[src/rtl/traffic_light_monitor.sv]
// traffic_light_monitor
//   Passive observer of the traffic-light lamp interface. Locks onto the lamp
//   sequence on an R->G transition, mirrors the controller's 3072-cycle period
//   position, and flags multi-lamp patterns and lamps that disagree with the
//   expected pattern for the mirrored position.
//
// Ports
//   clk          system clock
//   rst          asynchronous reset, active-low
//   R, G, Y      lamp inputs
//   pass         pedestrian pass request (as seen by the controller)
//   locked       monitor synchronised to the lamp sequence
//   phase        0=G0 1=OFF1 2=G1 3=OFF2 4=G2 5=Y 6=R 7=HUNT
//   pos          mirrored period position 0..3071 (0 while hunting)
//   err          one-cycle error pulse
//   err_code     1 multi-lamp, 2 wrong lamp; held until the next err
//   err_count    saturating count of err pulses
//   period_done  one-cycle pulse on natural wrap 3071->0
//   restart      one-cycle pulse on a legal pass restart
module traffic_light_monitor #(
    parameter int LOSS_THRESH = 4,
    parameter int ERRCNT_W    = 8
) (
    input  logic                clk,
    input  logic                rst,
    input  logic                R,
    input  logic                G,
    input  logic                Y,
    input  logic                pass,
    output logic                locked,
    output logic [2:0]          phase,
    output logic [11:0]         pos,
    output logic                err,
    output logic [1:0]          err_code,
    output logic [ERRCNT_W-1:0] err_count,
    output logic                period_done,
    output logic                restart
);

    // Lamp encoding {R,G,Y}
    localparam logic [2:0] L_OFF = 3'b000;
    localparam logic [2:0] L_R   = 3'b100;
    localparam logic [2:0] L_G   = 3'b010;
    localparam logic [2:0] L_Y   = 3'b001;

    localparam logic [11:0] POS_LAST = 12'd3071;
    localparam logic [3:0]  MIS_LAST = 4'(LOSS_THRESH - 1);

    typedef enum logic {S_HUNT, S_LOCK} state_t;

    function automatic logic [2:0] expected_lamp(input logic [11:0] p);
        if      (p < 12'd1024) return L_G;
        else if (p < 12'd1152) return L_OFF;
        else if (p < 12'd1280) return L_G;
        else if (p < 12'd1408) return L_OFF;
        else if (p < 12'd1536) return L_G;
        else if (p < 12'd2048) return L_Y;
        else                   return L_R;
    endfunction

    logic [2:0]          lamp_in;
    logic [2:0]          lamp_q, lamp_d;
    logic                pass_q, pass_d;
    state_t              state_q, state_d;
    logic [11:0]         pos_q, pos_d;
    logic [3:0]          mis_q, mis_d;
    logic                err_q, err_d;
    logic [1:0]          err_code_q, err_code_d;
    logic [ERRCNT_W-1:0] err_count_q, err_count_d;
    logic                period_done_q, period_done_d;
    logic                restart_q, restart_d;
    logic                multi_lamp, wrong_lamp;

    assign lamp_in = {R, G, Y};

    assign multi_lamp = (lamp_q[2] & lamp_q[1]) | (lamp_q[2] & lamp_q[0]) |
                        (lamp_q[1] & lamp_q[0]);
    assign wrong_lamp = (state_q == S_LOCK) && (lamp_q != expected_lamp(pos_q));

    always_comb begin
        lamp_d        = lamp_in;
        pass_d        = pass;
        state_d       = state_q;
        pos_d         = pos_q;
        mis_d         = mis_q;
        err_d         = 1'b0;
        err_code_d    = err_code_q;
        err_count_d   = err_count_q;
        period_done_d = 1'b0;
        restart_d     = 1'b0;

        // Multi-lamp wins over wrong lamp.
        if (multi_lamp) begin
            err_d      = 1'b1;
            err_code_d = 2'd1;
        end else if (wrong_lamp) begin
            err_d      = 1'b1;
            err_code_d = 2'd2;
        end

        if (err_d && (err_count_q != {ERRCNT_W{1'b1}}))
            err_count_d = err_count_q + ERRCNT_W'(1);

        case (state_q)
            S_HUNT: begin
                pos_d = 12'd0;
                mis_d = 4'd0;
                // R in the held sample and G in the sample being captured:
                // the G sample lands in lamp_q together with pos=0, so pos_q
                // always describes the lamp_q it is checked against.
                if (lamp_q == L_R && lamp_in == L_G)
                    state_d = S_LOCK;
            end
            default: begin
                if (err_d && mis_q == MIS_LAST) begin
                    state_d = S_HUNT;
                    pos_d   = 12'd0;
                    mis_d   = 4'd0;
                end else begin
                    mis_d = err_d ? mis_q + 4'd1 : 4'd0;
                    // Restart outranks the natural wrap.
                    if (pass_q && pos_q > 12'd1023) begin
                        pos_d     = 12'd0;
                        restart_d = 1'b1;
                    end else if (pos_q == POS_LAST) begin
                        pos_d         = 12'd0;
                        period_done_d = 1'b1;
                    end else begin
                        pos_d = pos_q + 12'd1;
                    end
                end
            end
        endcase
    end

    always_ff @(posedge clk or negedge rst) begin
        if (!rst) begin
            lamp_q        <= L_OFF;
            pass_q        <= 1'b0;
            state_q       <= S_HUNT;
            pos_q         <= 12'd0;
            mis_q         <= 4'd0;
            err_q         <= 1'b0;
            err_code_q    <= 2'd0;
            err_count_q   <= '0;
            period_done_q <= 1'b0;
            restart_q     <= 1'b0;
        end else begin
            lamp_q        <= lamp_d;
            pass_q        <= pass_d;
            state_q       <= state_d;
            pos_q         <= pos_d;
            mis_q         <= mis_d;
            err_q         <= err_d;
            err_code_q    <= err_code_d;
            err_count_q   <= err_count_d;
            period_done_q <= period_done_d;
            restart_q     <= restart_d;
        end
    end

    always_comb begin
        phase = 3'd7;
        if (state_q == S_LOCK) begin
            if      (pos_q < 12'd1024) phase = 3'd0;
            else if (pos_q < 12'd1152) phase = 3'd1;
            else if (pos_q < 12'd1280) phase = 3'd2;
            else if (pos_q < 12'd1408) phase = 3'd3;
            else if (pos_q < 12'd1536) phase = 3'd4;
            else if (pos_q < 12'd2048) phase = 3'd5;
            else                       phase = 3'd6;
        end
    end

    assign locked      = (state_q == S_LOCK);
    assign pos         = pos_q;
    assign err         = err_q;
    assign err_code    = err_code_q;
    assign err_count   = err_count_q;
    assign period_done = period_done_q;
    assign restart     = restart_q;

endmodule
[config.mk]
export PLATFORM = sky130hd
export DESIGN_NAME = traffic_light_monitor
export DESIGN_NICKNAME = d
export VERILOG_FILES = /design/src/rtl/traffic_light_monitor.sv
export SDC_FILE = /design/constraint.sdc
export NUM_CORES = 1
export LEC_CHECK = 0
export ABC_AREA = 0
export CAP_MARGIN = 25
export CORE_UTILIZATION = 30
export CTS_CLUSTER_SIZE = 25
export DETAILED_ROUTE_END_ITERATION = 7
export MAX_ROUTING_LAYER = met4
export PLACE_DENSITY_LB_ADDON = 0.15
export SLEW_MARGIN = 20
export SYNTH_ARGS = -nofsm -noshare
export SYNTH_HDL_FRONTEND = slang
export SYNTH_SLANG_ARGS = --single-unit
[constraint.sdc]
create_clock -name clk -period 4.9 [get_ports clk]
set_input_delay 0.735 -clock clk [delete_from_list [all_inputs] [get_ports clk]]
set_output_delay 0.735 -clock clk [all_outputs]
set_load 0.01 [all_outputs]
* After elaboration in Yosys (flattened, before gate mapping)
Index checks and enable logic that the tools add are counted.
Word-level totals: output and inout bits 29, register bits after elaboration 34
Cells by class: add/sub/neg operators 3, $lt $le $gt $ge 7, reduce and logical (&&, ||, !) cells 6, mux-type cells 34, bitwise logic cells 5, equality and inequality tests 6
Operators by type and width (count):
- 12-bit by 11-bit < comparator with 1-bit output (second input constant) | 5
- 12-bit two-way mux | 4
- 3-bit two-way mux | 11
- 12-bit by 1-bit adder with 12-bit output (second input constant) | 1
- 12-bit == test (second input constant) | 1
- 12-bit by 10-bit greater-than comparator with 1-bit output (second input constant) | 1
- 12-bit < comparator (second input constant) | 1
- 1-bit two-way mux | 12
- 4-bit two-way mux | 3
- 8-bit by 1-bit adder with 8-bit output (second input constant) | 1
- 2-bit two-way mux | 4
- 8-bit inequality test (second input constant) | 1
- 1-bit logical AND | 5
- 4-bit by 1-bit adder with 4-bit output (second input constant) | 1
- 4-bit by 2-bit == test with 1-bit output (second input constant) | 1
- 1-bit AND | 3
- 3-bit by 2-bit == test with 1-bit output (second input constant) | 1
- 3-bit == test (second input constant) | 1
- 3-bit inequality test | 1
- 1-bit OR | 2
- 2-bit nonzero test | 1

* Longest topological paths before layout
word-level depth 14, mapped depth 7

* Worst setup path after synthesis
OpenSTA, ideal clock, no wires.
kind reg-to-reg, from register pos_q[10] (netlist: pos[10]), to register err_count_q[1] (netlist: err_count[1]), stages on the path, launching flop included 8, library setup time 0.125 ns, arrival 1.889 ns, path slack 2.886 ns, required time 4.775 ns, path through dfrtp_1 buf_2 and3b_1 o41a_1 o31ai_2 buf_6 a21oi_4 mux2_4
Between the ends: word-level cells in the longest chain between the ends 12, elaborated cells between the ends (all ways) 17, classes of those cells order compare (6); eq/ne (1); mux (8); reduce/logical (2)
Ends and longest elaborated chain:
- from (decl) | RTL line 65 | logic [11:0] pos_q, pos_d;
- from (signal assigned) | RTL line 152 | pos_q <= pos_d;
- 12-bit < comparator | RTL line 57 | else if (p < 12'd2048) return L_Y;
- 3-bit two-way mux | RTL line 57
- 3-bit two-way mux | RTL line 56 | else if (p < 12'd1536) return L_G;
- 3-bit two-way mux | RTL line 55 | else if (p < 12'd1408) return L_OFF;
- 3-bit two-way mux | RTL line 54 | else if (p < 12'd1280) return L_G;
- 3-bit two-way mux | RTL line 53 | else if (p < 12'd1152) return L_OFF;
- 3-bit two-way mux * | RTL line 52 | if (p < 12'd1024) return L_G;
- 3-bit inequality test * | RTL line 78 | assign wrong_lamp = (state_q == S_LOCK) && (lamp_q != expected_lamp(pos_q));
- 1-bit logical AND * | RTL line 78
- 1-bit two-way mux * | RTL line 96 | end else if (wrong_lamp) begin
- 1-bit two-way mux * | RTL line 93 | if (multi_lamp) begin
- 1-bit logical AND * | RTL line 101 | if (err_d && (err_count_q != {ERRCNT_W{1'b1}}))
- to (signal assigned) | RTL line 156 | err_count_q <= err_count_d;
- to (decl) | RTL line 69 | logic [ERRCNT_W-1:0] err_count_q, err_count_d;
Every way passes the cells marked *; elsewhere a longest branch is shown, timed or not. A chain may end at the register's enable or synchronous reset.

* Worst setup path after layout
from register pos_q[9] (netlist: pos[9]), to output port phase[0]
Between the ends: word-level cells in the longest chain between the ends 8, elaborated cells between the ends (all ways) 13, classes of those cells order compare (6); mux (7)
Ends and longest elaborated chain:
- 12-bit < comparator | RTL line 170 | else if (pos_q < 12'd2048) phase = 3'd5;
- 2-bit two-way mux | RTL line 170
- 2-bit two-way mux | RTL line 169 | else if (pos_q < 12'd1536) phase = 3'd4;
- 3-bit two-way mux | RTL line 168 | else if (pos_q < 12'd1408) phase = 3'd3;
- 3-bit two-way mux | RTL line 167 | else if (pos_q < 12'd1280) phase = 3'd2;
- 3-bit two-way mux | RTL line 166 | else if (pos_q < 12'd1152) phase = 3'd1;
- 3-bit two-way mux * | RTL line 165 | if (pos_q < 12'd1024) phase = 3'd0;
- 3-bit two-way mux * | RTL line 164 | if (state_q == S_LOCK) begin
- to (decl) | RTL line 31 | output logic [2:0] phase,
Marks and branches as above.

==> flow_metrics.tcl <==
set metrics [dict create \
    outcome "finished clean" \
    gr-total-overflow 0 \
    gp_congestion 0.810 \
    comb_power_share_pct 35.2 \
    port-buffer-count 34 \
    die_w_microns 75.7 \
    crit_buf_inv 1 \
    reg2reg_to "err_count[5]$_DFFE_PN0P_" \
    cp_max_fo 9 \
    r2r-start "pos[9]$_DFF_PN0_" \
    path_depth 4 \
    start_util_pct 31.5 \
    worstMarginPinSlew_ns 0.906 \
    p_clk_share_pct 21.6 \
    drv_cap 0 \
    period_share_pct 51.1 \
    worstSetupPathType "reg -> out" \
    cts_made_buffers 5 \
    powerDensity_mw_per_mm2 454 \
    whs_ns 0.464 \
    drt-total-wl_mm 3.47 \
    final_nets 203 \
    cp-end-kind "primary output" \
    syn_area_per_cell_sq_um 10.4 \
    cp_top_family "buffers and inverters" \
    yosys.area.top_type "dfrtp_1" \
    ctsResizeCount 0 \
    drtIter0Drc 76 \
    wl_per_cell_microns 13.1 \
    postSynthCellCount 156 \
    dp_cells 257 \
    slowest_stage "clkdlybuf4s50_1" \
    insertion_delay_ns 0.28 \
    yosys_warnings 0 \
    drc_errors 0 \
    num_rows 26 \
    yosysSeqAreaShare_pct 52.2 \
    post_route_cells_drive_above_1_share_pct 9.23 \
    yosysTopAreaCellShare_pct 52.2 \
    regToRegSetupSlack_ns 2.44 \
    area_growth_pct 30.4 \
    worstPathCellList "nand2b_4 > nand2_1 > o21ai_0 > clkdlybuf4s50_1" \
    p_seq_share_pct 43.3 \
    fp.dieH_microns 75.7 \
    viasPerCell 4.81 \
    p_leak_nw 0.848 \
    grt_pass1_vias 1249 \
    grt_start_max_net_pins 35 \
    diodes 0 \
    syn_area_sq_mm 0.00163 \
    first_pass_iters 4 \
    io_pins 35 \
    p_switching_mw 0.326 \
    worstPathRequired_ns 4.16 \
    cp-startpoint "pos[9]$_DFF_PN0_" \
    grt_antenna_before_repair 0 \
    hold_violations 0 \
    hold_class "reg -> reg" \
    ys_async_sr_fraction_pct 100 \
    switching_share_pct 33.8 \
    tns_ns 0 \
    critical_path_arrival_ns 1.77 \
    rsz0062_at_grt "no" \
    gr-usage-all-layers_pct 13.8 \
    setup_viol 0 \
    die_area_sq_mm 0.00573 \
    max_freq_mhz 399 \
    synth.area.top_cells "dfrtp_1 52%, nor2_1 4.8%, xor2_1 4.8%, xnor2_1 4.3%, nand2_1 4.1%" \
    dp_hpwl_mm 2.47 \
    netlist-cell-type-count 37 \
    vias 1275 \
    core_sq_mm 0.00517 \
    min_period_ns 2.51 \
    cts_max_path_buffers 2 \
    antenna_left 0 \
    clk_pin_slew_worst_paths_ns 0.07 \
    clockRootBuffer "clkbuf_8" \
    grt_first_pass_wirelength_mm 5.64 \
    ir_drop_uv 269 \
    synthFlopType "dfrtp_1" \
    endpoint "phase[0]" \
    internal-power_mw 0.639 \
    relSlewSlack_pct 39.3 \
    finalClockSkew_ns 0.00947 \
    slowest_delay_ns 0.56 \
    postCtsSetupBuffers 0 \
    cts.sinks 34 \
    worstSetupStartpointType "flop" \
    cts-hold-fix-buffers 0 \
    maxSlewViolCount 0 \
    worst_r2r_path_depth 5 \
    ys_seq_elements 34 \
    cts_tree "built" \
    syn_nets 165 \
    synth-edff-count 0 \
    fin_cells 265 \
    htreeDepth 2 \
]
-- cell families after synthesis --
family                   synth area share [%]
multiplexers                             1.84
buffers and inverters                    3.07
adder cells (fa/ha/maj)                  2.30
XOR/XNOR                                 9.14
flip-flops                               52.2
AND/OR/NAND/NOR                          19.7
AO/OA/AOI/OAI                            11.8
-- power by group through the flow --
stage / Clock (mW) / Combinational [mW] / Sequential (mW)
6_report: 0.208 / 0.339 / 0.418
5_1_grt: 0.230 / 0.373 / 0.430
4_1_cts: 0.217 / 0.346 / 0.417
3_5_place_dp: 0 / 0.344 / 0.421
3_3_place_gp: 0 / 0.340 / 0.417
2_1_floorplan: 0 / 0.163 / 0.429
-- placed cells by master, fill, tap and decap left out, types with 2 or more instances in the layout --
cell,n
nand3_1,12
clkdlybuf4s50_1,34
or2_2,2
nor3_1,3
a21boi_0,2
o31ai_1,2
clkbuf_8,6
xnor2_1,8
a21oi_1,2
o21ai_0,4
dfrtp_1,34
a211oi_1,4
ha_1,3
inv_1,5
mux2_4,2
nand2_1,18
xor2_1,9
a21oi_2,2
a2111oi_0,2
nor4_1,2
nor2_1,21
-- per-layer routing --
layer / vias up / track usage, % / routed length, microns
met1: 631 / 16.4 / 1600
met5: - / - / 0
met3: 2 / 5.03 / 207
met4: 0 / 3.91 / 22
li1: 611 / - / -
met2: 31 / 22.0 / 1650
-- how the worst min path moves through the flow --
stage	from	end	cells after the start
final	mis_q[0]$_DFF_PN0_	mis_q[0]$_DFF_PN0_	1
after global routing	mis_q[0]$_DFF_PN0_	mis_q[0]$_DFF_PN0_	1
after CTS	mis_q[0]$_DFF_PN0_	mis_q[0]$_DFF_PN0_	1
after detailed placement	mis_q[0]$_DFF_PN0_	mis_q[0]$_DFF_PN0_	1
after global placement	mis_q[0]$_DFF_PN0_	mis_q[0]$_DFF_PN0_	1
after floorplan	pass_q$_DFF_PN0_	period_done$_DFF_PN0_	1
-- cells in the mapped netlist, types with 2 or more instances --
library cell and n:
nor3_1 3, xor2_1 9, nand2_1 18, dfrtp_1 34
o31ai_1 2, ha_1 3, inv_1 5, mux2_4 2
a21oi_2 2, o21ai_0 4, a211oi_1 4, or2_2 2
a21boi_0 2, nor2_1 21, buf_6 2, nand3_1 12
xnor2_1 8, a2111oi_0 2, nor4_1 2, a21oi_1 2
-- final cells by class --
class	count	area (sq um)
multi-input combinational	113	728
clock buffer	7	86.3
inverter	5	18.8
clock inverter	1	5.00
tap	70	87.6
sequential	34	851
fill	485	3050
timing repair buffer	35	348
-- through the flow --
| stage | worst slack [ns] | power (mW) | util, % | area, sq um |
|---|---|---|---|---|
| after floorplan | 2.89 | 0.591 | - | 1630 |
| after global placement | 2.47 | 0.758 | 39.3 | 2030 |
| after detailed placement | 2.43 | 0.765 | 39.3 | 2030 |
| after CTS | 2.37 | 0.980 | 41.1 | 2120 |
| after global routing | 2.23 | 1.03 | 41.1 | 2120 |
| final | 2.39 | 0.965 | 41.1 | 2120 |
-- state kept, by name, summed over array words and instances, names as in the netlist --
name,cells
pos,12
err_count,8
mis_q,4
lamp_q,3
err_code,2
err,1
locked,1
pass_q,1
period_done,1
restart,1
Note: power is estimated with default switching activity, not from simulation.
